## config.mk

```make
export PLATFORM = sky130hd
export DESIGN_NAME = boolexpr_solver_flat
export DESIGN_NICKNAME = d
export VERILOG_FILES = /design/src/rtl/boolexpr_pkg.sv /design/src/rtl/boolexpr_solver_if.sv /design/src/rtl/boolexpr_eval.sv /design/src/rtl/boolexpr_solver.sv /design/src/flat_wrapper.sv
export SDC_FILE = /design/constraint.sdc
export NUM_CORES = 1
export LEC_CHECK = 0
export CORE_ASPECT_RATIO = 0.7
export CORE_MARGIN = 2
export CORE_UTILIZATION = 45
export CTS_CLUSTER_SIZE = 14
export DETAILED_ROUTE_END_ITERATION = 8
export GPL_TIMING_DRIVEN = 0
export PLACE_DENSITY = 0.69
export SETUP_SLACK_MARGIN = 0.15
export SYNTH_ARGS = -nofsm -noshare
export SYNTH_HDL_FRONTEND = slang
export SYNTH_HIERARCHICAL = 1
export SYNTH_SLANG_ARGS = --single-unit
```

## constraint.sdc

```tcl
create_clock -name clk -period 2.23 [get_ports clk]
set_input_delay 0.669 -clock clk [delete_from_list [all_inputs] [get_ports clk]]
set_output_delay 0.669 -clock clk [all_outputs]
set_load 0.05 [all_outputs]
```

## src/rtl/boolexpr_pkg.sv

```systemverilog
// Shared types, sizes and the 4-in/5-out expression used by the
// expression block and the solver. No ports.
package boolexpr_pkg;

  localparam int N_IN   = 4;
  localparam int N_OUT  = 5;
  localparam int N_COMB = 16;

  typedef enum logic [1:0] {
    IDLE,
    SCAN,
    DRAIN,
    DONE
  } state_t;

  // Returns {y5,y4,y3,y2,y1} for {a,b,c,d}; a is bit 3.
  function automatic logic [N_OUT-1:0] eval(
    input logic [N_IN-1:0] abcd
  );
    logic a, b, c, d;
    logic [N_OUT-1:0] y;
    a = abcd[3];
    b = abcd[2];
    c = abcd[1];
    d = abcd[0];
    y[0] = (a & b) | (~c & d);
    y[1] = ~(a | b | c);
    y[2] = (a ^ b) & (c | d);
    y[3] = (a & ~b) | (b & ~c) | (c & ~a);
    y[4] = (a ^ b) | ~(c & d);
    return y;
  endfunction

endpackage

```

## src/rtl/boolexpr_solver_if.sv

```systemverilog
// Request / solution-stream bundle of the solver.
// Request: req_valid, req_ready, target, mask.
// Stream: sol_valid, sol_ready, sol_abcd; done pulse.
// match_count exists only with BOOLEXPR_SOLVER_COUNT_EN.
interface boolexpr_solver_if;

  logic       req_valid;
  logic       req_ready;
  logic [4:0] target;
  logic [4:0] mask;
  logic       sol_valid;
  logic       sol_ready;
  logic [3:0] sol_abcd;
  logic       done;
`ifdef BOOLEXPR_SOLVER_COUNT_EN
  logic [4:0] match_count;
`endif

`ifdef BOOLEXPR_SOLVER_COUNT_EN
  modport master (
    output req_valid, target, mask, sol_ready,
    input  req_ready, sol_valid, sol_abcd, done,
    input  match_count
  );
  modport slave (
    input  req_valid, target, mask, sol_ready,
    output req_ready, sol_valid, sol_abcd, done,
    output match_count
  );
`else
  modport master (
    output req_valid, target, mask, sol_ready,
    input  req_ready, sol_valid, sol_abcd, done
  );
  modport slave (
    input  req_valid, target, mask, sol_ready,
    output req_ready, sol_valid, sol_abcd, done
  );
`endif

endinterface

```

## src/rtl/boolexpr_eval.sv

```systemverilog
// Combinational wrapper of the shared expression.
// Ports: abcd in (a in bit 3), y out ({y5..y1}).
module boolexpr_eval
  import boolexpr_pkg::*;
(
  input  logic [N_IN-1:0]  abcd,
  output logic [N_OUT-1:0] y
);

  assign y = eval(abcd);

endmodule

```

## src/rtl/boolexpr_solver.sv

```systemverilog
// Preimage finder: scans all 16 {a,b,c,d}, streams matches.
// Ports: clk, rst (sync, active-high), bus (slave modport).
// Macro BOOLEXPR_SOLVER_COUNT_EN adds match_count.
module boolexpr_solver
  import boolexpr_pkg::*;
(
  input logic              clk,
  input logic              rst,
  boolexpr_solver_if.slave bus
);

  state_t           state;
  logic [4:0]       idx;
  logic [N_OUT-1:0] target_q;
  logic [N_OUT-1:0] mask_q;
  logic [N_OUT-1:0] y;
  logic [N_IN-1:0]  cand;
  logic             hit;
  logic             free;
  logic             last;

  assign cand = idx[N_IN-1:0];

  boolexpr_eval u_eval (
    .abcd (cand),
    .y    (y)
  );

  assign hit  = ((y ^ target_q) & mask_q) == '0;
  // Output slot can take a beat if empty or emptying now.
  assign free = !bus.sol_valid || bus.sol_ready;
  assign last = idx == 5'(N_COMB - 1);

  always_ff @(posedge clk) begin
    if (rst) begin
      state         <= IDLE;
      idx           <= '0;
      target_q      <= '0;
      mask_q        <= '0;
      bus.req_ready <= 1'b1;
      bus.sol_valid <= 1'b0;
      bus.sol_abcd  <= '0;
      bus.done      <= 1'b0;
`ifdef BOOLEXPR_SOLVER_COUNT_EN
      bus.match_count <= '0;
`endif
    end else begin
      bus.done <= 1'b0;
      if (bus.sol_valid && bus.sol_ready) begin
        bus.sol_valid <= 1'b0;
      end
      unique case (state)
        IDLE: begin
          if (bus.req_valid) begin
            target_q      <= bus.target;
            mask_q        <= bus.mask;
            idx           <= '0;
            bus.req_ready <= 1'b0;
            state         <= SCAN;
`ifdef BOOLEXPR_SOLVER_COUNT_EN
            bus.match_count <= '0;
`endif
          end
        end
        SCAN: begin
          // A match waits while the slot is full.
          if (!hit || free) begin
            if (hit) begin
              bus.sol_valid <= 1'b1;
              bus.sol_abcd  <= cand;
`ifdef BOOLEXPR_SOLVER_COUNT_EN
              bus.match_count <= bus.match_count + 5'd1;
`endif
            end
            idx <= idx + 5'd1;
            if (last) begin
              state <= DRAIN;
            end
          end
        end
        DRAIN: begin
          if (free) begin
            bus.done <= 1'b1;
            state    <= DONE;
          end
        end
        DONE: begin
          bus.req_ready <= 1'b1;
          state         <= IDLE;
        end
        default: state <= IDLE;
      endcase
    end
  end

endmodule

```

## src/flat_wrapper.sv

```systemverilog
// flat-port wrapper written by rule: the top's interface ports become plain ports
module boolexpr_solver_flat import boolexpr_pkg::*;
  (clk, rst, bus_req_valid, bus_target, bus_mask, bus_sol_ready, bus_req_ready, bus_sol_valid, bus_sol_abcd, bus_done);
  boolexpr_solver_if bus_i ();
  input logic clk;
  input logic rst;
  input wire logic [$bits(bus_i.req_valid)-1:0] bus_req_valid;
  input wire logic [$bits(bus_i.target)-1:0] bus_target;
  input wire logic [$bits(bus_i.mask)-1:0] bus_mask;
  input wire logic [$bits(bus_i.sol_ready)-1:0] bus_sol_ready;
  output wire logic [$bits(bus_i.req_ready)-1:0] bus_req_ready;
  output wire logic [$bits(bus_i.sol_valid)-1:0] bus_sol_valid;
  output wire logic [$bits(bus_i.sol_abcd)-1:0] bus_sol_abcd;
  output wire logic [$bits(bus_i.done)-1:0] bus_done;
  assign bus_i.req_valid = bus_req_valid;
  assign bus_i.target = bus_target;
  assign bus_i.mask = bus_mask;
  assign bus_i.sol_ready = bus_sol_ready;
  assign bus_req_ready = bus_i.req_ready;
  assign bus_sol_valid = bus_i.sol_valid;
  assign bus_sol_abcd = bus_i.sol_abcd;
  assign bus_done = bus_i.done;
  boolexpr_solver u_core (.clk(clk), .rst(rst), .bus(bus_i));
endmodule
```

; ---- Word-level counts from Yosys, hierarchy flattened
; Index checks and enable logic that the tools add are counted.
[classes]
n_addsub = 1
n_eq_ne = 8
mux = 15
n_bitwise = 23
reduce_logical = 15
[ops]
columns = op, n
row1 = $mux W5, 2
row2 = $pmux W5 S2, 1
row3 = $mux W2, 4
row4 = $pmux W2 S4, 1
row5 = $and A1 B1 Y1, 7
row6 = $or A1 B1 Y1, 7
row7 = $mux W1, 6
row8 = $ne A2 B1 Y1 const B, 3
row9 = $not A1 Y1, 6
row10 = $reduce_and A3 Y1, 2
row11 = $add A5 B1 Y5 const B, 1
row12 = $and A5 B5 Y5, 1
row13 = $eq A5 B4 Y1 const B, 1
row14 = $logic_not A5 Y1, 1
row15 = $xor A5 B5 Y5, 1
row16 = $eq A2 B2 Y1 const B, 2
row17 = $reduce_and A2 Y1, 2
row18 = $reduce_and A4 Y1, 1
row19 = $reduce_bool A2 Y1, 2
row20 = $eq A2 B1 Y1 const B, 1
row21 = $logic_not A1 Y1, 2
row22 = $logic_not A2 Y1, 1
row23 = $logic_or A1 B1 Y1, 2
row24 = $ne A2 B2 Y1 const B, 1
row25 = other kinds (4), 4
[word_totals]
register_bits = 24
in_bits = 14
output_inout_bits = 7
elab_cells = 70

; ---- Depth between registers and ports, before layout
; Gate-level depths: netlist (run 1).
[depth]
ltp_word = 11
ltp_mapped = 8
ltp_nobuf = 8

; ---- By module
; Netlist (run 1), hierarchy kept.
[modules_own_cells]
columns = mod, n_inst, cells_per_inst, area_each_um2, seq_area_each_um2
row1 = boolexpr_solver, 1, 125, 1126.1, 480.5
row2 = boolexpr_eval, 1, 12, 81.3, 0.0

; ---- Least setup slack after synthesis (run 1)
; OpenSTA, ideal clock, no wires.
[synth_timing]
kind = register to register
startpoint = reg u_core.idx[2]
endpoint = reg u_core.idx[3]
arrival_time_ps = 1879
t_required_ps = 2113
slack_ps = 234
stages_incl_launch_ff = 9
path_buffers = 0
path_cell_list = dfxtp_1 inv_1 ha_1 nand3b_1 xor2_1 a22oi_2 a41oi_4 nand2_1 a32o_1
[synth_via]
elab_cells_between_ends = 23
cone_classes = add/sub (1) / eq/ne (1) / mux (2) / bitwise (15) / reduce/logical (4)
[synth_rtl]
columns = element, line
row1 = "start, declared", boolexpr_solver.sv:13  ; logic [4:0] idx;
row2 = "start signal, assigned", boolexpr_solver.sv:75  ; idx <= idx + 5'd1;
row3 = $xor A1 B1 Y1, boolexpr_pkg.sv:30  ; y[4] = (a ^ b) | ~(c & d);
row4 = $or A1 B1 Y1, boolexpr_pkg.sv:30
row5 = net u_core.y[4], boolexpr_solver.sv:16  ; logic [N_OUT-1:0] y;
row6 = $xor A5 B5 Y5, boolexpr_solver.sv:29  ; assign hit = ((y ^ target_q) & mask_q) == '0;
row7 = $and A5 B5 Y5, boolexpr_solver.sv:29
row8 = $logic_not A5 Y1, boolexpr_solver.sv:29
row9 = $logic_not A1 Y1, boolexpr_solver.sv:67  ; if (!hit || free) begin
row10 = $logic_or A1 B1 Y1, boolexpr_solver.sv:67
row11 = $ne A2 B1 Y1 (no line), n/a
row12 = $reduce_and A3 Y1 (no line), n/a
; The timed path passes the listed nets, and every way through them passes these cells. The select of a mux whose other input is x is not followed.
; A chain may end at the register's enable or synchronous reset.

; ---- Worst setup path after layout (run 1)
[layout_timing]
startpoint = in bus_sol_ready
endpoint = reg u_core.idx[1]
[layout_via]
elab_chain_len = 4
[layout_rtl]
columns = element, line
row1 = "start, declared", flat_wrapper.sv:10  ; input wire logic [$bits(bus_i.sol_ready)-1:0] bus_sol_ready;
row2 = $logic_or A1 B1 Y1, boolexpr_solver.sv:31  ; assign free = !bus.sol_valid || bus.sol_ready;
row3 = $logic_or A1 B1 Y1, boolexpr_solver.sv:67
row4 = $ne A2 B1 Y1 (no line), n/a
row5 = $reduce_and A3 Y1 (no line), n/a
; Every way passes these cells.

==> key figures, run 1 <==
Layout
  • Area added between synthesis and finish: 35.3%
  • Area taken by flip-flops and latches: 488 sq um
  • Post-route cell area: 1630 sq um
  • Final-layout fill cell count: 218
  • Nets@finish: 193
  • Layout cells sized above 1: 17.8%
  • Antenna cell count: 0
  • Area taken by multi-input logic gates: 742 sq um

CTS
  • CTS Root Cell: clkbuf_8
  • Clock slew at the register clock pins of the worst setup and hold paths: 80 ps
  • CTS Buf Count: 3
  • Worst skew pair latency: 270 ps
  • Clock tree sinks: 24
  • TritonCTS clock tree: yes
  • Depth of the CTS H-tree: 1
  • Clock Tree Buf Depth: 2

Die
  • Die Width: 65.9 um
  • Row Count: 15
  • Starting Density: 48.4%
  • Area of the core: 2500 sq um
  • Die ar.: 3120 sq um
  • Overall die height: 47.3 um
  • Count of boundary I/O pins: 21

Critical path
  • Kind of launch point of the worst setup path: input port
  • Worst R2R Setup Slack: 220 ps
  • Arr. time, crit path: 2300 ps
  • Worst reg2reg startpoint: u_core/idx[3]
  • Classification of the worst setup path: input port to flop
  • Worst flop-to-flop path endpoint: u_core/idx[1]
  • Required time of the critical path: 2430 ps
  • Worst Setup End Kind: flop
  • Worst reg2reg path depth: 10
  • Maximum net fanout on the critical path: 4

Min path
  • Endpoint of the worst hold path: u_core/mask_q[4]
  • Min-delay src: u_core/mask_q[4]
  • Class of the tightest hold or removal check: flop to flop
  • Worst hold path cell count: 2

Detailed routing
  • Post-Route WL: 2.99 mm
  • Iteration-0 DRC count of the detailed router: 80
  • Number of iterations in the first detailed-routing pass: 4
  • Remaining antenna violation count: 0
  • Detailed-route vias per instance: 5.46
  • DRC viols: 0
  • Post-DR wirelength/cell: 14.7 um
  • Total via count in the routed design: 1,108

STA
  • Clock Skews: 9.87 ps
  • Max-slew violation count: 0
  • Max_slew headroom: 59.1%
  • RSZ-0062 raised after global routing: true
  • Transition time at the pin with the least slew margin: 612 ps
  • Total negative slack: 0 ps
  • Final critical-path share of the clock period: 94.1%
  • Endpoints failing hold: 0
  • Total of endpoints with negative setup slack in the final report: 0
  • Peak clock frequency supported by timing: 477 MHz
  • Fin Hold WS: 474 ps
  • Final period demand of the worst path: 2100 ps
  • Worst setup slack after layout: 131 ps

Yosys
  • Mapped Area: 1210 sq um
  • Avg Synthesized Cell Area: 8.81 sq um
  • Post-synthesis sequential area ratio: 39.8%
  • Unique masters post-synth: 35
  • Yosys reg bits: 24
  • Synth Instances: 137
  • Net Count, Synth: 159
  • Number of warning messages in the yosys log: 6

Placement
  • DP HPWL: 1.97 mm
  • Final RePlAce weighted congestion: 0.802
  • Pre-CTS setup slack: -85.1 ps
  • Count of buffers inserted at the top-level ports: 20
  • Total placed instance area: 1450 sq um

Global routing
  • Vias in the first global route: 1,028
  • Number of antenna violations at the first check in global routing: 0
  • GRT Total Usage: 20.5%
  • Sum of overflow across all layers after global routing: 0
  • Maximum number of pins on one net before global-route repair: 13
  • First-pass GRT wire length: 4.60 mm

Outcome
  • Outcome: completed

Power and ir drop
  • Leakage: 0.713 nW
  • Maximum VDD drop: 519 uV
  • Cell area power density: 951 nW/um^2

Job
  • # Max-Cap Violations: 0
## sequential cells by signal, indices dropped and copies added (netlist names)
name / count
u_core/bus.sol_abcd: 4
u_core/idx: 5
u_core/mask_q: 5
u_core/bus.sol_valid: 1
u_core/target_q: 5
u_core/bus.done: 1
u_core/state: 2
u_core/bus.req_ready: 1
## worst max-delay path, cell delays in order
cell and delay, ps:
clkdlybuf4s50_1 430, nor2b_1 500, a41oi_4 250, buf_6 190, nand2b_1 140, a21oi_1 120
## final cells by class
cell class,instances,share of cell area (%)
sequential,24,29.9
clock buffer,3,2.53
multi-input combinational,101,45.4
inverter,9,2.07
buffer,4,0.995
timing repair buffer,28,16.5
tap,34,2.60
## cell usage in the layout (no fill, tap or decap), types with 2 or more instances in the layout
cell type        Yosys  routed
nor2_1               7       7
nand2_1             23      23
inv_2                1       2
ha_1                 8       7
clkdlybuf4s50_1      0      13
a21oi_1             16      14
dfxtp_4              0       2
xor2_1               5       4
clkbuf_1             3       2
and3_1               3       3
buf_6                0       3
o21a_1               2       2
o21ai_0              2       2
buf_4                0       5
nand3_1              3       3
a32o_1               2       2
nand2b_1             4       3
mux2i_1              4       4
a21oi_2              1       2
nand3b_1             2       2
a22oi_2              2       2
clkbuf_8             0       3
nand4_2              2       2
dlygate4sd2_1        0       5
dlymetal6s2s_1       0       2
dfxtp_1             24      22
inv_1                8       7
## through the flow
stage	cells	utilization [%]	power, mW
final	203	65.5	1.55
after global routing	203	65.5	1.65
after CTS	200	62.1	1.50
after detailed placement	191	58.1	1.19
after global placement	191	58.1	1.17
after floorplan	137	-	1.03
## what timing repair did
action / in CTS / in global routing
resized for setup: 10 / 14
hold buffers: 0 / 0
gates cloned: 1 / 0
setup endpoints to repair: 16 / 16
pin swaps: 4 / 6
buffers inserted: 5 / 3
endpoints found under the hold margin: 0 / 0
## routing by layer
layer / share of wire, % / GRT usage [%] / wire length, um / vias to the layer above
li1: - / - / - / 543
met1: 44 / 24.8 / 1320 / 519
met5: 0 / 0 / 0 / -
met4: 1.4 / 7.50 / 42 / 0
met3: 6.8 / 5.76 / 204 / 7
met2: 48 / 36.0 / 1430 / 39
## cells in the mapped netlist
| master | n | area (sq um) |
|---|---|---|
| a311oi_1 | 1 | 8.76 |
| nor2b_1 | 1 | 6.26 |
| nor2_1 | 7 | 26.3 |
| nand4_1 | 1 | 6.26 |
| nand4_2 | 2 | 25.0 |
| buf_1 | 1 | 3.75 |
| nand3b_1 | 2 | 15.0 |
| a21o_1 | 1 | 7.51 |
| a211oi_1 | 1 | 7.51 |
| a32o_1 | 2 | 20.0 |
| nor3_1 | 1 | 5.00 |
| a21oi_2 | 1 | 8.76 |
| o21ai_2 | 1 | 8.76 |
| dfxtp_1 | 24 | 480 |
| inv_2 | 1 | 3.75 |
| o31ai_1 | 1 | 7.51 |
| o21ai_0 | 2 | 10.0 |
| mux2i_1 | 4 | 40.0 |
| nand2b_1 | 4 | 25.0 |
| and2_1 | 1 | 6.26 |
| o21a_1 | 2 | 15.0 |
| a41o_1 | 1 | 10.0 |
| and3_1 | 3 | 18.8 |
| a21oi_1 | 16 | 80.1 |
| nand2_1 | 23 | 86.3 |
| nor4b_1 | 1 | 8.76 |
| ha_1 | 8 | 100 |
| nand3_1 | 3 | 15.0 |
| nor4_1 | 1 | 6.26 |
| clkbuf_1 | 3 | 11.3 |
| a41oi_4 | 1 | 27.5 |
| xor2_1 | 5 | 43.8 |
| inv_1 | 8 | 30.0 |
| and2b_1 | 1 | 7.51 |
| a22oi_2 | 2 | 25.0 |
## where the power goes
| group | switching, mW | internal (mW) |
|---|---|---|
| Combinational | 0.446 | 0.293 |
| Sequential | 0.0651 | 0.500 |
| Clock | 0.129 | 0.121 |
| Total | 0.640 | 0.914 |
## kinds of logic (layout without fill, tap and decap cells)
group,after synthesis,in the layout,synth area share (%)
muxes,4,4,3.32
and+or+nand+nor,51,51,21.3
buffers and inverters,13,44,4.04
adders and majority gates,8,8,8.29
xor gates and xnor gates,5,5,3.63
DFF,24,24,39.8
AOI/OAI and AO/OA,32,33,19.6
## worst max path at each step
stage | startpoint | endpoint | slack [ps]
floorplan | u_core/idx[2] | u_core/idx[3] | 230
finish | bus_sol_ready | u_core/idx[1] | 130
global route | bus_sol_ready | u_core/idx[0] | 110
CTS | u_core/idx[3] | u_core/idx[0] | 160
detailed placement | rst | u_core/bus.sol_abcd[0] | -90
global placement | rst | u_core/bus.sol_abcd[1] | -70
(Power assumes the default switching activity.)
==> inputs of run 2 (changes only) <==
Settings changed: CORE_UTILIZATION 45 to 51, PLACE_DENSITY 0.69 to 0.76.
==> run 2 against run 1 <==
- global-route usage up 0.46 points
- flip-flop and latch count unchanged
- clock skew down 7.0 ps
- fmax up 2.1%
- die area down 11%
- clock-buffer cell count unchanged
- register-to-register slack worse by 50 ps
- critical path depth up 3
- utilization up 4.3 points
- sequential power about the same
- largest cell class unchanged
==> key figures, run 2 (synthesis gave the netlist of run 1 again) <==
Power and ir drop
  • Fraction of power consumed by sequential logic: 40.2%
  • Clock network fraction of total power: 13.3%
  • Combinational power share: 46.5%
  • Fraction of power spent switching nets: 42.1%
  • Cell area power density: 915 nW/um^2
  • Maximum VDD drop: 703 uV
  • Leakage: 0.653 nW
  • Switching pwr: 0.588 mW
  • Internal Power: 0.808 mW

Global routing
  • First-pass GRT wire length: 4.50 mm
  • Maximum number of pins on one net before global-route repair: 13
  • Vias in the first global route: 965
  • Number of antenna violations at the first check in global routing: 0
  • GRT Total Usage: 21.0%
  • Sum of overflow across all layers after global routing: 0

Die
  • Area of the core: 2190 sq um
  • Die ar.: 2780 sq um
  • Starting Density: 55.1%
  • Die Width: 62.2 um
  • Count of boundary I/O pins: 21
  • Overall die height: 44.7 um
  • Row Count: 14

CTS
  • Clock slew at the register clock pins of the worst setup and hold paths: 120 ps
  • CTS Buf Count: 3
  • CTS Root Cell: clkbuf_4
  • Worst skew pair latency: 310 ps
  • TritonCTS clock tree: yes
  • Clock Tree Buf Depth: 2
  • Clock tree sinks: 24
  • Depth of the CTS H-tree: 1

Critical path
  • Arr. time, crit path: 2290 ps
  • Required time of the critical path: 2470 ps
  • Worst reg2reg startpoint: u_core/idx[2]
  • Worst reg2reg path depth: 9
  • Worst Setup End Kind: flop
  • Maximum net fanout on the critical path: 7
  • Classification of the worst setup path: flop to flop
  • Maximum cell stage delay along the critical path: 380 ps
  • Worst flop-to-flop path endpoint: u_core/idx[1]
  • Kind of launch point of the worst setup path: flop
  • Chain of cells forming the critical path: buf_4, nor3_1, nor2_1, xor2_1, a22oi_2, buf_6, a41oi_2, nand3_1, a21oi_1
  • Buffering stage count on the worst path with inverters included: 2
  • Kind of cell with the highest combined delay on the critical path: compound AO/OA/AOI/OAI gates
  • Critical path's slowest cell: dfxtp_4
  • Worst R2R Setup Slack: 170 ps

Layout
  • Finished Core Util: 69.7%
  • Post-route cell area: 1530 sq um
  • Layout cells sized above 1: 13.4%
  • Commonest cells after routing, fill and taps aside: nand2_1 (23), dfxtp_1 (20), a21oi_1 (16), clkdlybuf4s50_1 (13)
  • Area added between synthesis and finish: 26.4%
  • Regs by FF count: u_core/idx: 5 flops, u_core/mask_q: 5 flops, u_core/target_q: 5 flops
  • Antenna cell count: 0
  • Final-layout fill cell count: 183
  • Most common cell after layout, fill and taps aside: nand2_1
  • Nets@finish: 188

Placement
  • Total placed instance area: 1450 sq um
  • DP HPWL: 1.87 mm
  • Final RePlAce weighted congestion: 0.829
  • Count of buffers inserted at the top-level ports: 20

STA
  • Clock Skews: 2.85 ps
  • RSZ-0062 raised after global routing: false
  • Endpoints failing hold: 0
  • Max-slew violation count: 0
  • Peak clock frequency supported by timing: 486 MHz
  • Fin Hold WS: 478 ps
  • Total of endpoints with negative setup slack in the final report: 0
  • Max_slew headroom: 67.5%
  • Total negative slack: 0 ps
  • Transition time at the pin with the least slew margin: 490 ps
  • Final critical-path share of the clock period: 92.2%
  • Final period demand of the worst path: 2060 ps

Detailed routing
  • Post-DR wirelength/cell: 14.0 um
  • Iteration-0 DRC count of the detailed router: 64
  • Number of iterations in the first detailed-routing pass: 4
  • DRC viols: 0
  • Detailed-route vias per instance: 5.50
  • Post-Route WL: 2.75 mm
  • Remaining antenna violation count: 0
  • Total via count in the routed design: 1,078

Min path
  • Worst hold path cell count: 2
  • Class of the tightest hold or removal check: flop to flop
  • Min-delay src: u_core/target_q[3]
  • Endpoint of the worst hold path: u_core/target_q[3]

Job
  • # Max-Cap Violations: 0

Outcome
  • Outcome: completed
[run 2: layer usage]
layer / global-route usage, % / vias up / routed length [um]
met4: 4.00 / 0 / 10
met1: 29.2 / 498 / 1340
met3: 4.49 / 2 / 139
met5: 0 / - / 0
met2: 35.0 / 35 / 1260
li1: - / 543 / -
[run 2: power groups by stage]
stage | combinational [mW] | sequential [mW] | clock [mW]
final | 0.649 | 0.562 | 0.185
after CTS | 0.643 | 0.558 | 0.190
after global routing | 0.712 | 0.571 | 0.207
after detailed placement | 0.616 | 0.572 | 0
after floorplan | 0.414 | 0.616 | 0
after global placement | 0.596 | 0.566 | 0
[run 2: final cells by class]
type,count,area (sq um),area share (%)
inverter,9,33.8,2.21
timing repair buffer,23,218,14.3
tap,32,40.0,2.62
clock buffer,3,22.5,1.48
multi-input combinational,101,707,46.3
buffer,4,15.0,0.984
sequential,24,490,32.1
[run 2: worst max path at each step]
stage                             start                     end  depth (start not counted)  slack, ps
final                     u_core/idx[2]           u_core/idx[1]                          9        170
after global routing      u_core/idx[2]  u_core/bus.sol_abcd[2]                          9         90
after CTS                 u_core/idx[2]           u_core/idx[3]                          9        170
after detailed placement            rst  u_core/bus.sol_abcd[1]                          4       -100
after global placement              rst  u_core/bus.sol_abcd[1]                          4        -60
after floorplan           u_core/idx[2]           u_core/idx[3]                          8        230
[run 2: tightest hold or removal path: stages, from the launching register on]
cell	delay, ps
dfxtp_1	340
nand2_1	60
a21oi_1	50
[run 2: metrics by stage]
| stage | std cells | power (mW) | setup WS (ps) |
|---|---|---|---|
| after global placement | 189 | 1.16 | -62.0 |
| after CTS | 196 | 1.39 | 170 |
| after floorplan | 137 | 1.03 | 234 |
| after global routing | 196 | 1.49 | 88.1 |
| final | 196 | 1.40 | 174 |
| after detailed placement | 189 | 1.19 | -102 |
[run 2: timing repair]
action                                 CTS  global route
endpoints found under the hold margin    0             0
setup buffers                            3             0
resized for setup                       12             5
setup endpoints to repair               18            11
hold buffers                             0             0
pin swaps                                3             6
cloned                                   1             0
==> inputs of run 3 (changes only) <==
Settings changed: ABC_AREA set to 1, CORE_UTILIZATION 51 to 52, PLACE_DENSITY 0.76 to 0.77.
==> run 3 against run 2 <==
- critical path depth increased by 4
- area after synthesis increased by 6.0%
- die area increased by 3.7%
- via count increased by 10%
- critical path type unchanged
- largest cell class unchanged
==> key figures, run 3 <==
Yosys
  • Most used standard cell by instance count after synthesis: nand2_1
  • Avg Synthesized Cell Area: 7.03 sq um
  • Post-synthesis sequential area ratio: 37.5%
  • Net Count, Synth: 204
  • Synth Instances: 182
  • Number of warning messages in the yosys log: 6
  • Unique masters post-synth: 23
  • Most numerous cell types in the synthesized netlist: nand2_1 (38), nor2_1 (34), dfxtp_1 (24)
  • Top cell type by total area after synthesis: dfxtp_1
  • Post-synth ARST share: 0%
  • Yosys reg bits: 24
  • Synth area leaders: dfxtp_1 (38%), nand2_1 (11%), nor2_1 (10%)
  • Area share of the leading cell type in the synthesized netlist: 37.5%
  • Post-synth top flop: dfxtp_1
  • Mapped Area: 1280 sq um
  • EDFF count, synth: 0

Critical path
  • Kind of cell with the highest combined delay on the critical path: simple AND/OR/NAND/NOR gates
  • Most Frequent Cell on Critical Path: inv_1
  • Critical path's slowest cell: dfxtp_2
  • Chain of cells forming the critical path: inv_1, ha_1, inv_1, nand3_1, inv_1, nand2_1, nand3_2, nand2_2, nor2_4, nand3_2, buf_6, a21oi_1, nor2_1
  • Worst R2R Setup Slack: 270 ps
  • Kind of launch point of the worst setup path: flop
  • Instance count on the critical path: 13
  • Worst reg2reg startpoint: u_core/idx[2]
  • Worst Setup End Kind: flop
  • Maximum net fanout on the critical path: 10
  • Worst reg2reg path depth: 13
  • Buffering stage count on the worst path with inverters included: 4
  • Classification of the worst setup path: flop to flop
  • Maximum cell stage delay along the critical path: 430 ps
  • Arr. time, crit path: 2170 ps
  • Required time of the critical path: 2440 ps
  • Worst flop-to-flop path endpoint: u_core/state[0]

Detailed routing
  • Post-Route WL: 2.82 mm
  • Post-DR wirelength/cell: 11.8 um
  • Detailed-route vias per instance: 4.99
  • Iteration-0 DRC count of the detailed router: 59
  • Total via count in the routed design: 1,187
  • Remaining antenna violation count: 0
  • Number of iterations in the first detailed-routing pass: 4
  • DRC viols: 0

Job
  • # Max-Cap Violations: 0

CTS
  • Depth of the CTS H-tree: 1
  • TritonCTS clock tree: yes
  • Worst skew pair latency: 320 ps
  • Clock slew at the register clock pins of the worst setup and hold paths: 140 ps
  • Clock Tree Buf Depth: 2
  • CTS Root Cell: clkbuf_4
  • Setup Fix Bufs, Post-CTS: 0
  • CTS Buf Count: 3
  • Clock tree sinks: 24

STA
  • Total of endpoints with negative setup slack in the final report: 0
  • Max-slew violation count: 0
  • Final period demand of the worst path: 1960 ps
  • Worst setup slack after layout: 275 ps
  • Endpoints failing hold: 0
  • RSZ-0062 raised after global routing: false
  • Transition time at the pin with the least slew margin: 500 ps
  • Clock Skews: 15.2 ps
  • Final critical-path share of the clock period: 87.7%
  • Max_slew headroom: 66.8%
  • Peak clock frequency supported by timing: 511 MHz
  • Total negative slack: 0 ps

Placement
  • Final RePlAce weighted congestion: 0.854
  • DP HPWL: 2.11 mm
  • Count of buffers inserted at the top-level ports: 20
  • Pre-CTS setup slack: 197 ps

Min path
  • Class of the tightest hold or removal check: flop to flop
  • Min-delay src: u_core/bus.sol_abcd[0]
  • Worst hold path cell count: 2
  • Endpoint of the worst hold path: u_core/bus.sol_abcd[0]

Layout
  • Layout cells sized above 1: 12.1%
  • Antenna cell count: 0
  • Nets@finish: 229
  • Final-layout fill cell count: 201
  • Commonest cells after routing, fill and taps aside: nand2_1 (38), nor2_1 (34), dfxtp_1 (22), inv_1 (20), a21oi_1 (15)
  • Most common cell after layout, fill and taps aside: nand2_1
  • Area added between synthesis and finish: 22.4%
  • Regs by FF count: u_core/idx: 5 flops, u_core/mask_q: 5 flops, u_core/target_q: 5 flops

Die
  • Row Count: 14
  • Area of the core: 2240 sq um
  • Overall die height: 45.5 um
  • Starting Density: 57.1%
  • Count of boundary I/O pins: 21
  • Die Width: 63.3 um
  • Die ar.: 2880 sq um

Power and ir drop
  • Leakage: 0.715 nW
  • Final Power: 1.96 mW
  • Maximum VDD drop: 687 uV
  • Cell area power density: 1250 nW/um^2

Global routing
  • Number of antenna violations at the first check in global routing: 0
  • GRT Total Usage: 21.2%
  • First-pass GRT wire length: 4.66 mm
  • Maximum number of pins on one net before global-route repair: 15
  • Sum of overflow across all layers after global routing: 0
  • Vias in the first global route: 1,066

Outcome
  • Outcome: completed
[run 3: changes by cell type in the layout (fill, tap and decap cells not counted), sizes merged, moves of 3 or more]
cell	previous run	this run
nor2	7	37
inv	9	25
nand2	23	39
nand3	3	12
o21ai	3	12
xor2	5	0
mux2i	4	0
nand2b	4	0
and3	3	0
nand4	3	0
[run 3: timing repair]
item	in CTS	in global routing
cloned	0	0
setup endpoints to repair	7	10
hold buffers	0	0
resized for setup	7	2
[run 3: final cells by class]
cell class	instances	area, sq um	share of cell area, %
flip-flops and latches	24	483	30.8
multi-input cells	130	679	43.4
clock inverters	1	30.0	1.92
clock buffers	3	22.5	1.44
plain buffers	3	26.3	1.68
repair buffers	20	191	12.2
well taps	32	40.0	2.56
inverters	25	93.8	5.99
[run 3: per-layer routing]
layer | part of all wire [%] | vias up | GRT usage (%)
li1 | - | 620 | -
met1 | 47 | 527 | 26.6
met2 | 45 | 36 | 37.0
met3 | 6.4 | 4 | 6.19
met4 | 0.92 | 0 | 5.22
met5 | 0 | - | 0
[run 3: metrics by stage]
step | instances | instance area [sq um] | hold WS (ps) | utilization (%)
6_report | 238 | 1570 | 478 | 69.9
5_1_grt | 238 | 1570 | 498 | 69.9
4_1_cts | 238 | 1560 | 478 | 69.8
3_5_place_dp | 234 | 1520 | 459 | 67.8
3_3_place_gp | 234 | 1520 | 445 | 67.8
2_1_floorplan | 182 | 1280 | 436 | -
[run 3: worst min-delay path, stage by stage (launching register included)]
cell	delay [ps]
dfxtp_1	330
nand2_1	60
a21oi_1	60
[run 3: cell families (layout without fill, tap and decap cells)]
kind of cell | after synthesis | in the layout | share of synthesized area (%)
fa+ha+maj | 8 | 8 | 7.82
compound gates | 31 | 31 | 13.9
flops | 24 | 24 | 37.5
simple gates | 91 | 91 | 31.4
buf+inv | 28 | 52 | 9.38
[run 3: how the worst max path moves through the flow]
stage	startpoint	end	slack [ps]
6_report	u_core/idx[2]	u_core/state[0]	270
5_1_grt	u_core/idx[2]	u_core/state[0]	180
4_1_cts	u_core/idx[2]	u_core/state[0]	200
3_5_place_dp	bus_sol_ready	u_core/idx[3]	200
3_3_place_gp	bus_sol_ready	u_core/idx[1]	240
2_1_floorplan	u_core/idx[2]	u_core/idx[1]	470
[run 3: power breakdown]
part / total [mW] / switching, mW / internal, mW
Clock: 0.315 / 0.133 / 0.182
Sequential: 0.682 / 0.119 / 0.563
Combinational: 0.960 / 0.616 / 0.344
Total: 1.96 / 0.868 / 1.09
